## config.mk

```make
export PLATFORM = sky130hd
export DESIGN_NAME = memory_master_flat
export DESIGN_NICKNAME = d
export VERILOG_FILES = /design/src/rtl/memory_master_if.sv /design/src/rtl/memory_master.sv /design/src/flat_wrapper.sv
export SDC_FILE = /design/constraint.sdc
export NUM_CORES = 1
export LEC_CHECK = 0
export BUFFER_PORTS_ARGS = -buffer_cell sky130_fd_sc_hd__buf_2
export CAP_MARGIN = 20
export CORE_MARGIN = 10
export CORE_UTILIZATION = 45
export CTS_CLUSTER_SIZE = 28
export DETAILED_ROUTE_END_ITERATION = 10
export PLACE_DENSITY = 0.76
export SYNTH_ARGS = -nofsm -noshare
export SYNTH_HDL_FRONTEND = slang
export SYNTH_SLANG_ARGS = --single-unit
```

## constraint.sdc

```tcl
create_clock -name Clk -period 2 [get_ports Clk]
set_input_delay 0.3 -clock Clk [delete_from_list [all_inputs] [get_ports Clk]]
set_output_delay 0.3 -clock Clk [all_outputs]
set_load 0.02 [all_outputs]
```

## src/rtl/memory_master_if.sv

```systemverilog
// Request, write-beat, read-beat and BRAM pin bundle for memory_master.
// The master modport is the memory_master's view; slave is the CPU/BRAM side.
interface memory_master_if #(
  parameter int AddrWidth = 8,
  parameter int DataWidth = 16,
  parameter int LenWidth  = 4
);
  logic                 Req_Valid;
  logic                 Req_Ready;
  logic                 Req_Write;
  logic [AddrWidth-1:0] Req_Addr;
  logic [LenWidth-1:0]  Req_Len;
  logic [DataWidth-1:0] Wr_Data;
  logic                 Wr_Valid;
  logic                 Wr_Ready;
  logic [DataWidth-1:0] Rd_Data;
  logic                 Rd_Valid;
  logic                 Rd_Last;
  logic                 Busy;
  logic [AddrWidth-1:0] Mem_Address;
  logic [DataWidth-1:0] Mem_DIn;
  logic [DataWidth-1:0] Mem_DOut;
  logic                 Mem_Write_EN;
  logic                 Mem_En;

  modport master (
    input  Req_Valid, Req_Write, Req_Addr, Req_Len, Wr_Data, Wr_Valid, Mem_DOut,
    output Req_Ready, Wr_Ready, Rd_Data, Rd_Valid, Rd_Last, Busy,
           Mem_Address, Mem_DIn, Mem_Write_EN, Mem_En
  );

  modport slave (
    output Req_Valid, Req_Write, Req_Addr, Req_Len, Wr_Data, Wr_Valid, Mem_DOut,
    input  Req_Ready, Wr_Ready, Rd_Data, Rd_Valid, Rd_Last, Busy,
           Mem_Address, Mem_DIn, Mem_Write_EN, Mem_En
  );
endinterface

```

## src/rtl/memory_master.sv

```systemverilog
// Burst initiator for a 256x16 single-port BRAM that samples on the negedge.
// Every BRAM-facing pin is a posedge register so it is stable at the BRAM edge.
module memory_master #(
  parameter int AddrWidth = 8,
  parameter int DataWidth = 16,
  parameter int LenWidth  = 4
) (
  input logic           Clk,
  input logic           Reset,
  memory_master_if.master bus
);

  typedef enum logic [2:0] {
    IDLE,
    RD_BURST,
    RD_DRAIN,
    WR_BURST,
    WR_FLUSH
  } state_e;

  state_e               state_q;
  logic [AddrWidth-1:0] addr_q;
  logic [DataWidth-1:0] din_q;
  logic [DataWidth-1:0] rd_data_q;
  logic [LenWidth-1:0]  cnt_q;
  logic                 mem_en_n_q;
  logic                 mem_we_n_q;
  logic                 rd_valid_q;
  logic                 rd_last_q;
  logic                 first_q;

  logic [AddrWidth-1:0] addr_inc_d;
  logic [LenWidth-1:0]  cnt_dec_d;
  logic                 cnt_zero_d;

  assign addr_inc_d = addr_q + AddrWidth'(1);
  assign cnt_dec_d  = cnt_q - LenWidth'(1);
  assign cnt_zero_d = (cnt_q == '0);

  always_ff @(posedge Clk) begin
    if (Reset) begin
      state_q    <= IDLE;
      addr_q     <= '0;
      din_q      <= '0;
      rd_data_q  <= '0;
      cnt_q      <= '0;
      mem_en_n_q <= 1'b1;
      mem_we_n_q <= 1'b1;
      rd_valid_q <= 1'b0;
      rd_last_q  <= 1'b0;
      first_q    <= 1'b0;
    end else begin
      case (state_q)
        IDLE: begin
          rd_valid_q <= 1'b0;
          rd_last_q  <= 1'b0;
          if (bus.Req_Valid) begin
            addr_q     <= bus.Req_Addr;
            cnt_q      <= bus.Req_Len;
            first_q    <= 1'b1;
            mem_we_n_q <= 1'b1;
            if (bus.Req_Write) begin
              mem_en_n_q <= 1'b1;
              state_q    <= WR_BURST;
            end else begin
              mem_en_n_q <= 1'b0;
              state_q    <= RD_BURST;
            end
          end
        end

        // Capture the word the BRAM produced at the mid-cycle negedge.
        RD_BURST: begin
          rd_data_q  <= bus.Mem_DOut;
          rd_valid_q <= 1'b1;
          rd_last_q  <= cnt_zero_d;
          if (!cnt_zero_d) begin
            addr_q <= addr_inc_d;
            cnt_q  <= cnt_dec_d;
          end else begin
            mem_en_n_q <= 1'b1;
            state_q    <= RD_DRAIN;
          end
        end

        RD_DRAIN: begin
          rd_valid_q <= 1'b0;
          rd_last_q  <= 1'b0;
          state_q    <= IDLE;
        end

        // Beat 0 reuses the request address; later beats step by one.
        WR_BURST: begin
          if (bus.Wr_Valid) begin
            din_q      <= bus.Wr_Data;
            mem_en_n_q <= 1'b0;
            mem_we_n_q <= 1'b0;
            first_q    <= 1'b0;
            if (!first_q) begin
              addr_q <= addr_inc_d;
            end
            if (cnt_zero_d) begin
              state_q <= WR_FLUSH;
            end else begin
              cnt_q <= cnt_dec_d;
            end
          end else begin
            mem_en_n_q <= 1'b1;
            mem_we_n_q <= 1'b1;
          end
        end

        WR_FLUSH: begin
          mem_en_n_q <= 1'b1;
          mem_we_n_q <= 1'b1;
          state_q    <= IDLE;
        end

        default: begin
          mem_en_n_q <= 1'b1;
          mem_we_n_q <= 1'b1;
          state_q    <= IDLE;
        end
      endcase
    end
  end

  assign bus.Req_Ready    = (state_q == IDLE);
  assign bus.Wr_Ready     = (state_q == WR_BURST);
  assign bus.Busy         = (state_q != IDLE);
  assign bus.Rd_Data      = rd_data_q;
  assign bus.Rd_Valid     = rd_valid_q;
  assign bus.Rd_Last      = rd_last_q;
  assign bus.Mem_Address  = addr_q;
  assign bus.Mem_DIn      = din_q;
  assign bus.Mem_Write_EN = mem_we_n_q;
  assign bus.Mem_En       = mem_en_n_q;

endmodule

```

## src/flat_wrapper.sv

```systemverilog
// flat-port wrapper written by rule: the top's interface ports become plain ports
module memory_master_flat 
#(
  parameter int AddrWidth = 8,
  parameter int DataWidth = 16,
  parameter int LenWidth  = 4
)
  (Clk, Reset, bus_Req_Valid, bus_Req_Write, bus_Req_Addr, bus_Req_Len, bus_Wr_Data, bus_Wr_Valid, bus_Mem_DOut, bus_Req_Ready, bus_Wr_Ready, bus_Rd_Data, bus_Rd_Valid, bus_Rd_Last, bus_Busy, bus_Mem_Address, bus_Mem_DIn, bus_Mem_Write_EN, bus_Mem_En);
  memory_master_if #(.AddrWidth(AddrWidth), .DataWidth(DataWidth), .LenWidth(LenWidth)) bus_i ();
  input logic Clk;
  input logic Reset;
  input wire logic [$bits(bus_i.Req_Valid)-1:0] bus_Req_Valid;
  input wire logic [$bits(bus_i.Req_Write)-1:0] bus_Req_Write;
  input wire logic [$bits(bus_i.Req_Addr)-1:0] bus_Req_Addr;
  input wire logic [$bits(bus_i.Req_Len)-1:0] bus_Req_Len;
  input wire logic [$bits(bus_i.Wr_Data)-1:0] bus_Wr_Data;
  input wire logic [$bits(bus_i.Wr_Valid)-1:0] bus_Wr_Valid;
  input wire logic [$bits(bus_i.Mem_DOut)-1:0] bus_Mem_DOut;
  output wire logic [$bits(bus_i.Req_Ready)-1:0] bus_Req_Ready;
  output wire logic [$bits(bus_i.Wr_Ready)-1:0] bus_Wr_Ready;
  output wire logic [$bits(bus_i.Rd_Data)-1:0] bus_Rd_Data;
  output wire logic [$bits(bus_i.Rd_Valid)-1:0] bus_Rd_Valid;
  output wire logic [$bits(bus_i.Rd_Last)-1:0] bus_Rd_Last;
  output wire logic [$bits(bus_i.Busy)-1:0] bus_Busy;
  output wire logic [$bits(bus_i.Mem_Address)-1:0] bus_Mem_Address;
  output wire logic [$bits(bus_i.Mem_DIn)-1:0] bus_Mem_DIn;
  output wire logic [$bits(bus_i.Mem_Write_EN)-1:0] bus_Mem_Write_EN;
  output wire logic [$bits(bus_i.Mem_En)-1:0] bus_Mem_En;
  assign bus_i.Req_Valid = bus_Req_Valid;
  assign bus_i.Req_Write = bus_Req_Write;
  assign bus_i.Req_Addr = bus_Req_Addr;
  assign bus_i.Req_Len = bus_Req_Len;
  assign bus_i.Wr_Data = bus_Wr_Data;
  assign bus_i.Wr_Valid = bus_Wr_Valid;
  assign bus_i.Mem_DOut = bus_Mem_DOut;
  assign bus_Req_Ready = bus_i.Req_Ready;
  assign bus_Wr_Ready = bus_i.Wr_Ready;
  assign bus_Rd_Data = bus_i.Rd_Data;
  assign bus_Rd_Valid = bus_i.Rd_Valid;
  assign bus_Rd_Last = bus_i.Rd_Last;
  assign bus_Busy = bus_i.Busy;
  assign bus_Mem_Address = bus_i.Mem_Address;
  assign bus_Mem_DIn = bus_i.Mem_DIn;
  assign bus_Mem_Write_EN = bus_i.Mem_Write_EN;
  assign bus_Mem_En = bus_i.Mem_En;
  memory_master #(.AddrWidth(AddrWidth), .DataWidth(DataWidth), .LenWidth(LenWidth)) u_core (.Clk(Clk), .Reset(Reset), .bus(bus_i));
endmodule
```

# Word-level counts from Yosys, hierarchy flattened
# Cells that the tools add are included.
# classes
addsub,2
mul,0
n_div,0
magnitude_cmp,0
eq_ne,9
n_shift,0
n_mux,26
bitwise,2
n_reduce_logical,15
# ops
operator,n
two-way mux 8 bit,4
case mux 8 bit (3 select lines),1
two-way mux 3 bit,4
two-way mux 4 bit,3
case mux 4 bit (3 select lines),1
case mux 3 bit (3 select lines),1
AND reduction 3 bit,3
adder 8 x 1 -> 8 bit (second input constant),1
inequality test 2 bit (second input constant),4
equality test 3 x 2 -> 1 bit (second input constant),2
two-way mux 1 bit,6
case mux 1 bit (2 select lines),3
nonzero test 3 bit,2
AND reduction 5 bit,1
zero test 4 bit,1
inequality test 2 x 1 -> 1 bit (second input constant),2
case mux 1 bit (4 select lines),1
AND reduction 2 bit,2
AND reduction 4 bit,1
nonzero test 2 bit,2
OR reduction 2 bit,2
subtractor 4 x 1 -> 4 bit (second input constant),1
equality test 3 x 1 -> 1 bit (second input constant),1
zero test 3 bit,1
3 further kinds,4
# totals
regBits,52
latchBits,0
ram_bits,0
romBits,0
input_bits,49
out_inout_bits,47
memories,0

# Depth between registers and ports, before layout
# depth
depth_word,4
depth_mapped,7
ltp_nobuf,6

# Worst setup path after synthesis
# No wires, ideal clock.
# synth_timing
path_type,reg2reg
start,register u_core.cnt_q[0]
end,register u_core.addr_q[5] (netlist: u_core.bus.Mem_Address[5])
setup_ns,0.074
arrival_ns,1.668
required_ns,1.926
path_slack_ns,0.258
path_stages_with_launch,8
n_path_buf,1
synth_period_minus_slack_ns,1.742
path_cell_list,dfxtp_1 inv_1 ha_1 and4bb_4 or3_4 buf_6 a221o_1 o21ai_0
# synth_between
elab_chain_len,3
# synth_lines
element,line,text
from (decl),memory_master.sv:25,logic [LenWidth-1:0] cnt_q;
from (signal assigned),memory_master.sv:59,cnt_q <= bus.Req_Len;
from (signal assigned),memory_master.sv:79,cnt_q <= cnt_dec_d;
from (signal assigned),memory_master.sv:105,cnt_q <= cnt_dec_d;
zero test 4 bit,memory_master.sv:38,assign cnt_zero_d = (cnt_q == '0);
inequality test 2 bit (no source line),n/a,
AND reduction 5 bit (no source line),n/a,
to (signal assigned),memory_master.sv:58,addr_q <= bus.Req_Addr;
to (signal assigned),memory_master.sv:78,addr_q <= addr_inc_d;
to (signal assigned),memory_master.sv:100,addr_q <= addr_inc_d;
to (decl),memory_master.sv:22,logic [AddrWidth-1:0] addr_q;
# No other way between the ends.
# A chain may end at the register's enable or synchronous reset.

# Worst setup path in the final report
# layout_timing
start,register u_core.cnt_q[0]
end,register u_core.addr_q[0] (netlist: u_core.bus.Mem_Address[0])
# Same word-level chain as after synthesis.

==> flow_summary.json <==
{
  "min-delay-start": "bus_Mem_DOut[6]",
  "rsz0062_at_grt": "false",
  "ant_nets": 0,
  "worst_slew_pin_slew_ns": 0.610,
  "arrival_ns": 2.05,
  "powerDensity_nw_per_um2": 883,
  "clkLatencyLatePin_ns": 0.30,
  "cts_inserted_buffers": 5,
  "hold_violations": 0,
  "r2r_start": "u_core.cnt_q[0]$_SDFFE_PP0P_",
  "clockBufferDepth": 2,
  "synth_area_leader_cell": "dfxtp_1",
  "grt_max_degree": 35,
  "worstPathRequired_ns": 2.24,
  "syn_nets": 347,
  "fill_cells": 440,
  "synthArstFlopShare_pct": 0,
  "maxCapViolCount": 0,
  "worstSetupPathType": "reg -> reg",
  "startpoint": "u_core.cnt_q[0]$_SDFFE_PP0P_",
  "first_global_vias": 2315,
  "ys.flop_type": "dfxtp_1",
  "peakVddDrop_v": 0.000539,
  "setup_tns_ns": 0,
  "syn_area_um2": 2320,
  "core_um2": 5040,
  "finalWorstSetupSlack_ns": 0.191,
  "cts.sinks": 52,
  "fmax_mhz": 553,
  "timing.final.crit_share_pct": 90.5,
  "drc_errors": 0,
  "syn-instance-count": 296,
  "post_drt_wl_per_cell_um": 14.5,
  "ios": 96,
  "fp.dieH_um": 91.8,
  "fin_nets": 441,
  "regArea_um2": 1040,
  "startpoint_type": "flip-flop",
  "cts_tree": "yes",
  "yosysWarnings": 0,
  "ys_seq_elements": 52,
  "finalClockSkew_ns": 0.00510,
  "vias_per_cell": 5.24,
  "multi_input_area_um2": 1170,
  "drt_pass1_iterations": 4,
  "worstHoldPathType": "in -> reg",
  "area_growth_pct": 29.2,
  "total_leakage_power_nw": 1.33,
  "num_antenna_cells": 0,
  "root_buffer": "clkbuf_8",
  "htree_levels": 2,
  "drtIter0Drc": 98,
  "critical_path.max_fanout": 12,
  "die-area_um2": 8430,
  "hpwl_um": 4980,
  "synthDominantCellAreaShare_pct": 44.9,
  "yosysSeqAreaShare_pct": 44.9,
  "finalSetupViolCount": 0,
  "drv_slew": 0,
  "gp_congestion": 0.877,
  "outcome": "finished clean",
  "synth_area_leaders": "dfxtp_1 (45%), nand2_1 (14%), a21oi_1 (9.7%), clkbuf_1 (2.9%), nor2_1 (2.1%)",
  "grt_overflow": 0,
  "syn_area_per_cell_um2": 7.84,
  "slew_headroom_pct": 59.3,
  "antenna_found_initial": 0,
  "grt_pass1_wl_um": 10800,
  "ys_types": 47,
  "final_util_pct": 59.5,
  "rows": 26,
  "synth_edf_count": 0,
  "period_minus_slack_ns": 1.81,
  "die_x_um": 91.8,
  "vias": 2417,
  "wl_um": 6680,
  "post_route_cells_drive_above_1_share_pct": 31.5,
  "clk_pin_slew_ns": 0.09,
  "port_buffers": 95,
  "dp_slack_ns": 0.181,
  "grt_usage_pct": 15.3,
  "start_util_pct": 46.0,
  "crit_path_end_kind": "flip-flop"
}
==> sequential cells by signal, summed over array words and instances (netlist names) <==
name	count
u_core.bus.Mem_En	1
u_core.bus.Rd_Valid	1
u_core.bus.Mem_Write_EN	1
u_core.cnt_q	4
u_core.state_q	3
u_core.bus.Mem_Address	8
u_core.bus.Rd_Data	16
u_core.bus.Rd_Last	1
u_core.bus.Mem_DIn	16
u_core.first_q	1
==> per-layer routing <==
layer / vias up / GRT usage [%] / wire length (µm)
met5: - / 0 / 0
met4: 0 / 4.24 / 51
met3: 5 / 7.50 / 743
met2: 93 / 24.9 / 3150
met1: 1104 / 17.5 / 2740
li1: 1215 / - / -
==> logic make-up (layout without fill, tap and decap cells) <==
group	after synthesis	in the layout	share of synthesized area (%)
compound gates	83	83	22.9
fa+ha+maj	2	2	1.08
buf+inv	26	121	4.74
flops	52	52	44.9
simple gates	133	133	26.5
==> cells in the final DEF (no fill, tap or decap), drive strengths merged, types with 2 or more instances in the layout <==
master | synthesis | routed
a221o | 2 | 2
nand2 | 86 | 86
nand3 | 6 | 6
inv | 5 | 5
nor2b | 3 | 3
o32ai | 6 | 6
clkbuf | 18 | 7
buf | 3 | 108
or4 | 3 | 3
a31oi | 4 | 4
ha | 2 | 2
a21o | 2 | 2
o21ai | 8 | 8
dfxtp | 52 | 52
a21oi | 45 | 45
nor3 | 4 | 4
nor2 | 13 | 13
nor3b | 2 | 2
or3 | 3 | 3
nand2b | 3 | 3
a22oi | 5 | 5
==> cells in the mapped netlist, types with 2 or more instances <==
| cell | n |
|---|---|
| a31oi_1 | 4 |
| nand2_1 | 86 |
| or3_1 | 2 |
| a21o_1 | 2 |
| ha_1 | 2 |
| nor2_1 | 13 |
| nor2b_1 | 3 |
| nand3_1 | 6 |
| clkbuf_1 | 18 |
| a22oi_1 | 5 |
| dfxtp_1 | 52 |
| nand2b_1 | 3 |
| a21oi_1 | 45 |
| a221o_1 | 2 |
| or4_1 | 3 |
| o32ai_1 | 5 |
| inv_1 | 5 |
| nor3_1 | 4 |
| o21ai_0 | 8 |
==> critical path: stages (launching register included) <==
cell and delay (ns):
dfxtp_1 0.35, inv_1 0.07, ha_1 0.22, and4bb_4 0.24, or3_4 0.44, a211o_1 0.28
a31oi_1 0.14
==> worst paths after layout <==
kind	end	slack [ns]	cells past startpoint
hold / removal	u_core.bus.Rd_Data[6]$_SDFFE_PP0N_	0.22	3
setup / recovery	u_core.bus.Mem_Address[0]$_SDFFE_PP0P_	0.19	6
hold reg to reg	u_core.bus.Rd_Data[14]$_SDFFE_PP0N_	0.45	2
setup reg to reg	u_core.bus.Mem_Address[0]$_SDFFE_PP0P_	0.19	6
==> timing repair <==
action                                  CTS  global route
hold buffers                              0             0
endpoints found under the setup margin    0             3
buffers inserted                          0             3
gates resized for setup                   0             1
==> area by class of cell <==
type                    instances  area share, %
multi-input cells             218           39.1
inverters                       5          0.626
repair buffers                108           19.5
clock buffers                   7           2.88
well taps                      70           2.92
flip-flops and latches         52           34.7
clock inverters                 1          0.250
==> report_power, final <==
part | internal [mW] | switching (mW)
logic | 0.341 | 0.472
registers | 1.13 | 0.0800
clock network | 0.282 | 0.342
total | 1.75 | 0.894
==> stage by stage <==
step	hold WS, ns	cells	cell area [µm²]	power [mW]
2_1_floorplan	0.436	296	2320	1.76
3_3_place_gp	0.438	450	2880	2.01
3_5_place_dp	0.443	450	2880	2.02
4_1_cts	0.212	458	2970	2.64
5_1_grt	0.207	461	3000	2.81
6_report	0.222	461	3000	2.65
(Power assumes the default switching activity.)
